## config.mk

```make
export PLATFORM = sky130hd
export DESIGN_NAME = ted_loop_ctrl
export DESIGN_NICKNAME = d
export VERILOG_FILES = /design/src/rtl/ted_loop_ctrl.sv
export SDC_FILE = /design/constraint.sdc
export NUM_CORES = 1
export LEC_CHECK = 0
export CORE_ASPECT_RATIO = 0.5
export CORE_UTILIZATION = 60
export DETAILED_ROUTE_END_ITERATION = 8
export DONT_BUFFER_PORTS = 1
export PLACE_DENSITY = 0.76
export SLEW_MARGIN = 0
export SYNTH_ARGS = -nofsm -noshare
export SYNTH_HDL_FRONTEND = slang
export SYNTH_SLANG_ARGS = --single-unit
```

## constraint.sdc

```tcl
create_clock -name clk -period 8.95 [get_ports clk]
set_input_delay 1.3425 -clock clk [delete_from_list [all_inputs] [get_ports clk]]
set_output_delay 1.3425 -clock clk [all_outputs]
set_load 0.05 [all_outputs]
```

## src/rtl/ted_loop_ctrl.sv

```systemverilog
// ted_loop_ctrl: timing-recovery loop controller around the ML timing error detector.
// Counts oversampled samples, strobes the TED on the selected on-time phase, runs the
// TED error through a PI loop filter (acquisition/tracking gains) and slips the
// sampling phase by one sample whenever the filter output crosses the threshold.
//
// state    | meaning
// ---------+-----------------------------------------------------------------
// ST_IDLE  | loop stopped, no strobes, TED error ignored
// ST_ACQ   | acquisition: wide-gain filter, counting strobes toward tracking
// ST_TRACK | tracking: narrow-gain filter, slip-free strobes counted for lock

module ted_loop_ctrl #(
  parameter int NB_TED    = 19,
  parameter int NB_ACC    = 24,
  parameter int OS        = 4,
  parameter int KP_SH_ACQ = 4,
  parameter int KI_SH_ACQ = 8,
  parameter int KP_SH_TRK = 6,
  parameter int KI_SH_TRK = 12,
  parameter int THRESH    = 2048,
  parameter int ACQ_SYMS  = 256,
  parameter int LOCK_SYMS = 64
) (
  input  logic                     clk,
  input  logic                     rst_n,
  input  logic                     i_start,
  input  logic                     i_stop,
  input  logic                     i_sample_valid,
  input  logic signed [NB_TED-1:0] i_ted,
  input  logic                     i_ted_valid,
  output logic                     o_enable_ted,
  output logic [$clog2(OS)-1:0]    o_phase_sel,
  output logic [1:0]               o_state,
  output logic                     o_locked,
  output logic                     o_slip_adv,
  output logic                     o_slip_ret,
  output logic signed [NB_ACC-1:0] o_loop_out
);

  localparam int PW  = $clog2(OS);
  localparam int NW  = NB_ACC + 2;
  localparam int ACW = $clog2(ACQ_SYMS + 1);
  localparam int LCW = $clog2(LOCK_SYMS + 1);

  localparam logic [1:0] ST_IDLE  = 2'b00;
  localparam logic [1:0] ST_ACQ   = 2'b01;
  localparam logic [1:0] ST_TRACK = 2'b10;

  localparam logic [PW-1:0]  LP_PH_MAX    = PW'(OS - 1);
  localparam logic [PW-1:0]  LP_INH_LOAD  = PW'(OS - 2);
  localparam logic [ACW-1:0] LP_ACQ_LOAD  = ACW'(ACQ_SYMS - 1);
  localparam logic [LCW-1:0] LP_LOCK_LOAD = LCW'(LOCK_SYMS - 1);

  localparam logic signed [NW-1:0] LP_SAT_MAX = NW'((64'sd1 <<< (NB_ACC - 1)) - 64'sd1);
  localparam logic signed [NW-1:0] LP_SAT_MIN = -LP_SAT_MAX;
  localparam logic signed [NW-1:0] LP_THR     = NW'(THRESH);

  // Registers
  logic [1:0]               r_state;
  logic [PW-1:0]            r_samp_cnt;
  logic [PW-1:0]            r_phase;
  logic [PW-1:0]            r_inhibit;
  logic [ACW-1:0]           r_acq_cnt;
  logic [LCW-1:0]           r_lock_cnt;
  logic                     r_locked;
  logic                     r_enable_ted;
  logic                     r_slip_adv;
  logic                     r_slip_ret;
  logic signed [NB_ACC-1:0] r_integ;
  logic signed [NB_ACC-1:0] r_loop_out;

  // Combinational
  logic                     w_active;
  logic                     w_abort;
  logic                     w_go;
  logic                     w_sample;
  logic                     w_strobe;
  logic                     w_upd;
  logic                     w_slip_adv;
  logic                     w_slip_ret;
  logic [PW-1:0]            w_samp_nxt;
  logic [PW-1:0]            w_phase_inc;
  logic [PW-1:0]            w_phase_dec;
  logic signed [NB_ACC-1:0] w_e;
  logic signed [NB_ACC-1:0] w_kp_term;
  logic signed [NB_ACC-1:0] w_ki_term;
  logic signed [NB_ACC-1:0] w_integ_sum;
  logic signed [NB_ACC-1:0] w_out;
  logic signed [NB_ACC-1:0] w_integ_nxt;
  logic                     w_over;
  logic                     w_under;

  // Sign-extend an accumulator value into the guard-bit width used for sums.
  function automatic logic signed [NW-1:0] f_ext(input logic signed [NB_ACC-1:0] v);
    return {{2{v[NB_ACC-1]}}, v};
  endfunction

  // Symmetric clamp to +/-(2^(NB_ACC-1)-1); the most negative code is never produced.
  function automatic logic signed [NB_ACC-1:0] f_sat(input logic signed [NW-1:0] v);
    if (v > LP_SAT_MAX) begin
      return LP_SAT_MAX[NB_ACC-1:0];
    end else if (v < LP_SAT_MIN) begin
      return LP_SAT_MIN[NB_ACC-1:0];
    end else begin
      return v[NB_ACC-1:0];
    end
  endfunction

  // Control qualifiers: stop beats everything, start only counts from IDLE without stop.
  always_comb begin
    w_active   = (r_state == ST_ACQ) || (r_state == ST_TRACK);
    w_abort    = w_active && i_stop;
    w_go       = (r_state == ST_IDLE) && i_start && !i_stop;
    w_sample   = w_active && !i_stop && i_sample_valid;
    w_strobe   = w_sample && (r_samp_cnt == r_phase) && (r_inhibit == '0);
    w_upd      = w_active && !i_stop && i_ted_valid;
    w_slip_adv = w_upd && w_over;
    w_slip_ret = w_upd && w_under;
  end

  // Modulo-OS increment/decrement for the sample counter and phase index.
  always_comb begin
    w_samp_nxt  = (r_samp_cnt == LP_PH_MAX) ? '0 : r_samp_cnt + 1'b1;
    w_phase_inc = (r_phase == LP_PH_MAX) ? '0 : r_phase + 1'b1;
    w_phase_dec = (r_phase == '0) ? LP_PH_MAX : r_phase - 1'b1;
  end

  // PI loop filter with state-selected gains and the slip decision.
  always_comb begin
    w_e = NB_ACC'(i_ted);
    if (r_state == ST_TRACK) begin
      w_kp_term = w_e >>> KP_SH_TRK;
      w_ki_term = w_e >>> KI_SH_TRK;
    end else begin
      w_kp_term = w_e >>> KP_SH_ACQ;
      w_ki_term = w_e >>> KI_SH_ACQ;
    end
    w_integ_sum = f_sat(f_ext(r_integ) + f_ext(w_ki_term));
    w_out       = f_sat(f_ext(w_kp_term) + f_ext(w_integ_sum));
    w_over      = f_ext(w_out) > LP_THR;
    w_under     = f_ext(w_out) < -LP_THR;
    // A slip moves the sampling instant by one sample, so the integrator gives
    // back one threshold's worth of accumulated error in the same direction.
    if (w_over) begin
      w_integ_nxt = f_sat(f_ext(w_integ_sum) - LP_THR);
    end else if (w_under) begin
      w_integ_nxt = f_sat(f_ext(w_integ_sum) + LP_THR);
    end else begin
      w_integ_nxt = w_integ_sum;
    end
  end

  // State machine with ACQ strobe budget and TRACK slip-free lock timer (down-counters).
  always_ff @(posedge clk) begin
    if (!rst_n || w_abort) begin
      r_state    <= ST_IDLE;
      r_acq_cnt  <= '0;
      r_lock_cnt <= '0;
      r_locked   <= 1'b0;
    end else begin
      case (r_state)
        ST_IDLE: begin
          if (w_go) begin
            r_state   <= ST_ACQ;
            r_acq_cnt <= LP_ACQ_LOAD;
          end
        end
        ST_ACQ: begin
          if (w_strobe) begin
            if (r_acq_cnt == '0) begin
              r_state    <= ST_TRACK;
              r_lock_cnt <= LP_LOCK_LOAD;
            end else begin
              r_acq_cnt <= r_acq_cnt - 1'b1;
            end
          end
        end
        ST_TRACK: begin
          if (w_slip_adv || w_slip_ret) begin
            r_lock_cnt <= LP_LOCK_LOAD;
            r_locked   <= 1'b0;
          end else if (w_strobe) begin
            if (r_lock_cnt == '0) begin
              r_locked <= 1'b1;
            end else begin
              r_lock_cnt <= r_lock_cnt - 1'b1;
            end
          end
        end
        default: begin
          r_state <= ST_IDLE;
        end
      endcase
    end
  end

  // Sample counter, strobe generation with post-strobe inhibit, and phase slips.
  always_ff @(posedge clk) begin
    if (!rst_n || w_abort || w_go) begin
      r_samp_cnt   <= '0;
      r_phase      <= '0;
      r_inhibit    <= '0;
      r_enable_ted <= 1'b0;
    end else begin
      r_enable_ted <= w_strobe;
      if (w_sample) begin
        r_samp_cnt <= w_samp_nxt;
      end
      // Inhibit keeps a wrapped advance from firing a second strobe OS-1 samples early.
      if (w_strobe) begin
        r_inhibit <= LP_INH_LOAD;
      end else if (w_sample && (r_inhibit != '0)) begin
        r_inhibit <= r_inhibit - 1'b1;
      end
      if (w_slip_adv) begin
        r_phase <= w_phase_inc;
      end else if (w_slip_ret) begin
        r_phase <= w_phase_dec;
      end
    end
  end

  // Loop-filter registers and one-cycle slip pulses.
  always_ff @(posedge clk) begin
    if (!rst_n || w_abort || w_go) begin
      r_integ    <= '0;
      r_loop_out <= '0;
      r_slip_adv <= 1'b0;
      r_slip_ret <= 1'b0;
    end else begin
      r_slip_adv <= w_slip_adv;
      r_slip_ret <= w_slip_ret;
      if (w_upd) begin
        r_integ    <= w_integ_nxt;
        r_loop_out <= w_out;
      end
    end
  end

  assign o_enable_ted = r_enable_ted;
  assign o_phase_sel  = r_phase;
  assign o_state      = r_state;
  assign o_locked     = r_locked;
  assign o_slip_adv   = r_slip_adv;
  assign o_slip_ret   = r_slip_ret;
  assign o_loop_out   = r_loop_out;

endmodule

```

==> metrics.csv <==
metric,value,unit
drive_gt1_frac,0.0913,
peakVddDrop,0.179,mV
p_comb_frac,0.648,
holdPathEnd,r_acq_cnt[8],
status,"finished, final reports clean",
crit_required,9150,ps
r2r-end,r_lock_cnt[3],
clkPwrFrac,0.164,
p_seq_frac,0.188,
nets,1302,
cp.buffers_inverters,3,
switching_share,0.518,
vias_per_cell,7.05,
hpwl,23200,um
die_h,87.1,um
cts_max_level,3,
dr.pass1.iters,6,
synth_top_area_cell,dfxtp_1,
synth_cell_types,97,
cap_violations,0,
instances_no_fill,1408,
drcViolationCount,0,
wire_per_inst,21.4,um
synth_fa_ha_area_frac,0.104,
syn_nets,1307,
synthCells,1216,
layout_setup_ws,420,ps
async_flop_share,0,
synth_xor_area_frac,0.0533,
period_minus_slack,8530,ps
end_kind,flip-flop,
pre_cts_slack,59.9,ps
gr-usage-all-layers,0.400,
ys_top_cells_by_area,"dfxtp_1, ha_1, a21oi_1, nand2_1, nor2_1",
num_antenna_cells,0,
vias,9930,
yosys_warnings,0,
arrival,8730,ps
holdCritStartpoint,r_acq_cnt[8],
ys_ff_latch,76,
grt_first_pass_wirelength,46600,um
num_rows,30,
internal_power,1.20,mW
startpoint_type,input port,
yosys.area_share.simple,0.301,
max-slew-margin-rel,0.417,
nFillCells,1205,
port_buffers,0,
cpPeakStageDelay,530,ps
cts_buffers,9,
first_iter_violations,1405,
crit_family,compound AO/OA/AOI/OAI gates,
finalPower,2.50,mW
die_area,15000,um2
synth_top_area_frac,0.175,
root_buffer,clkbuf_16,
hold_viol,0,
worstPathMaxFanout,11,
cts_buffer_depth,2,
coreArea,13900,um2
min_path_type,reg2reg,
slowest_stage,a2111oi_1,
num_io_pins,57,
holdPathStages,2,
ant_nets,0,
finalSetupViolCount,0,
grt_max_degree,43,
avgSynthCellArea,7.15,um2
antenna_found_initial,0,
worstRegToRegCells,30,
die_w,172,um
clock.fmax,117,MHz
finalSetupTns,0,ps
post_synth_instance_area,8690,um2
clock-sinks,76,
criticalPathCategory,in2reg,
power_leakage,3.65,nW
synth_top_flop_cell,dfxtp_1,
dpl.cell_count,1392,
clk_latency,350,ps
postRouteWirelength,30200,um
r2r_start,o_state[0],
p_per_area,267,nW/um2
most-common-layout-cells,"nand2_1, a21oi_1, nor2_1, dfxtp_1, o21ai_0",
synth_edf_count,0,
overflow,0,
initial_core_util,0.627,
slew_violations,0,
final_common_cell,nand2_1,
grt_pass1_vias,9022,
ff2ff_setup_slack,570,ps
ys_seq_area_frac,0.175,
syn2layout_area_growth,7.93,%
gp_congestion,1.08,
whs,452,ps
synth_compound_area_frac,0.306,
tightest_slew,871,ps
net-switching-power,1.30,mW
cts_tree,yes,
clk_pin_slew,60,ps
muxShareOfSynthArea,0.0168,
period_share,0.953,
clock_skew,11.1,ps
synth_top_family_by_area,compound AO/OA/AOI/OAI gates,
## layout make-up
type / count / area (um2) / share of cell area
multi-input combinational: 1045 / 6840 / 0.729
tap: 192 / 240 / 0.0256
sequential: 76 / 1520 / 0.162
timing repair buffer: 42 / 315 / 0.0336
inverter: 37 / 139 / 0.0148
clock inverter: 5 / 83.8 / 0.00894
clock buffer: 11 / 243 / 0.0259
## stage by stage
stage | util | area (um2)
final | 0.677 | 9380
after global routing | 0.677 | 9380
after CTS | 0.674 | 9330
after detailed placement | 0.650 | 9000
after global placement | 0.650 | 9000
after floorplan | - | 8690
## sequential cells by signal, indices dropped and copies added (netlist names)
| signal | flops |
|---|---|
| o_loop_out | 24 |
| r_integ | 24 |
| r_acq_cnt | 9 |
| r_lock_cnt | 7 |
| o_phase_sel | 2 |
| o_state | 2 |
| r_inhibit | 2 |
| r_samp_cnt | 2 |
| o_enable_ted | 1 |
| o_locked | 1 |
| o_slip_adv | 1 |
| o_slip_ret | 1 |
## power by group through the flow
stage	clock network (mW)	logic, mW	registers [mW]
2_1_floorplan	0	1.13	0.472
3_3_place_gp	0	1.49	0.472
3_5_place_dp	0	1.53	0.475
4_1_cts	0.409	1.54	0.468
5_1_grt	0.424	1.74	0.476
6_report	0.410	1.62	0.471
## layer usage
metal,up-vias,routed length [um],GRT usage
met5,-,0,0
met4,0,794,0.118
met3,71,3700,0.0809
met2,603,12700,0.621
met1,4676,13000,0.558
li1,4580,-,-
## cells in the mapped netlist, drive strengths merged, types with 25 or more instances
library cell / number
o21ai: 80
xnor2: 30
a211oi: 42
nor3: 61
ha: 64
o211ai: 26
dfxtp: 76
clkbuf: 38
nand4: 25
nand3: 45
nand2: 130
nor2: 108
a21oi: 112
inv: 37
## kinds of logic after synthesis
family	count (synthesis)
and+or+nand+nor	506
DFF	76
muxes	14
xor gates and xnor gates	52
buffers and inverters	95
adders and majority gates	72
AOI/OAI and AO/OA	401
## worst max-delay path by stage
| stage | depth (start not counted) | endpoint | slack [ps] | startpoint |
|---|---|---|---|---|
| floorplan | 32 | r_integ[20] | 910 | o_state[1] |
| global placement | 26 | r_integ[0] | 320 | i_ted[8] |
| detailed placement | 27 | r_lock_cnt[0] | 60 | i_ted[8] |
| CTS | 29 | r_lock_cnt[0] | 160 | o_state[0] |
| finish | 27 | r_lock_cnt[3] | 420 | i_ted[16] |
| global route | 27 | r_lock_cnt[3] | -50 | i_ted[16] |
## worst register-to-register path: cells and delay by family (launching register included)
family	cells	cell delay (ps)
flops	1	320
mux	1	180
compound gates	11	3080
buf+inv	4	730
simple gates	11	2910
fa+ha+maj	3	1020
## what timing repair did
| item | CTS | global route |
|---|---|---|
| endpoints found under the setup margin | 0 | 54 |
| buffers inserted | 0 | 0 |
| hold buffers | 0 | 0 |
| resized for setup | 0 | 12 |
Power figures use the tool's default switching activity.
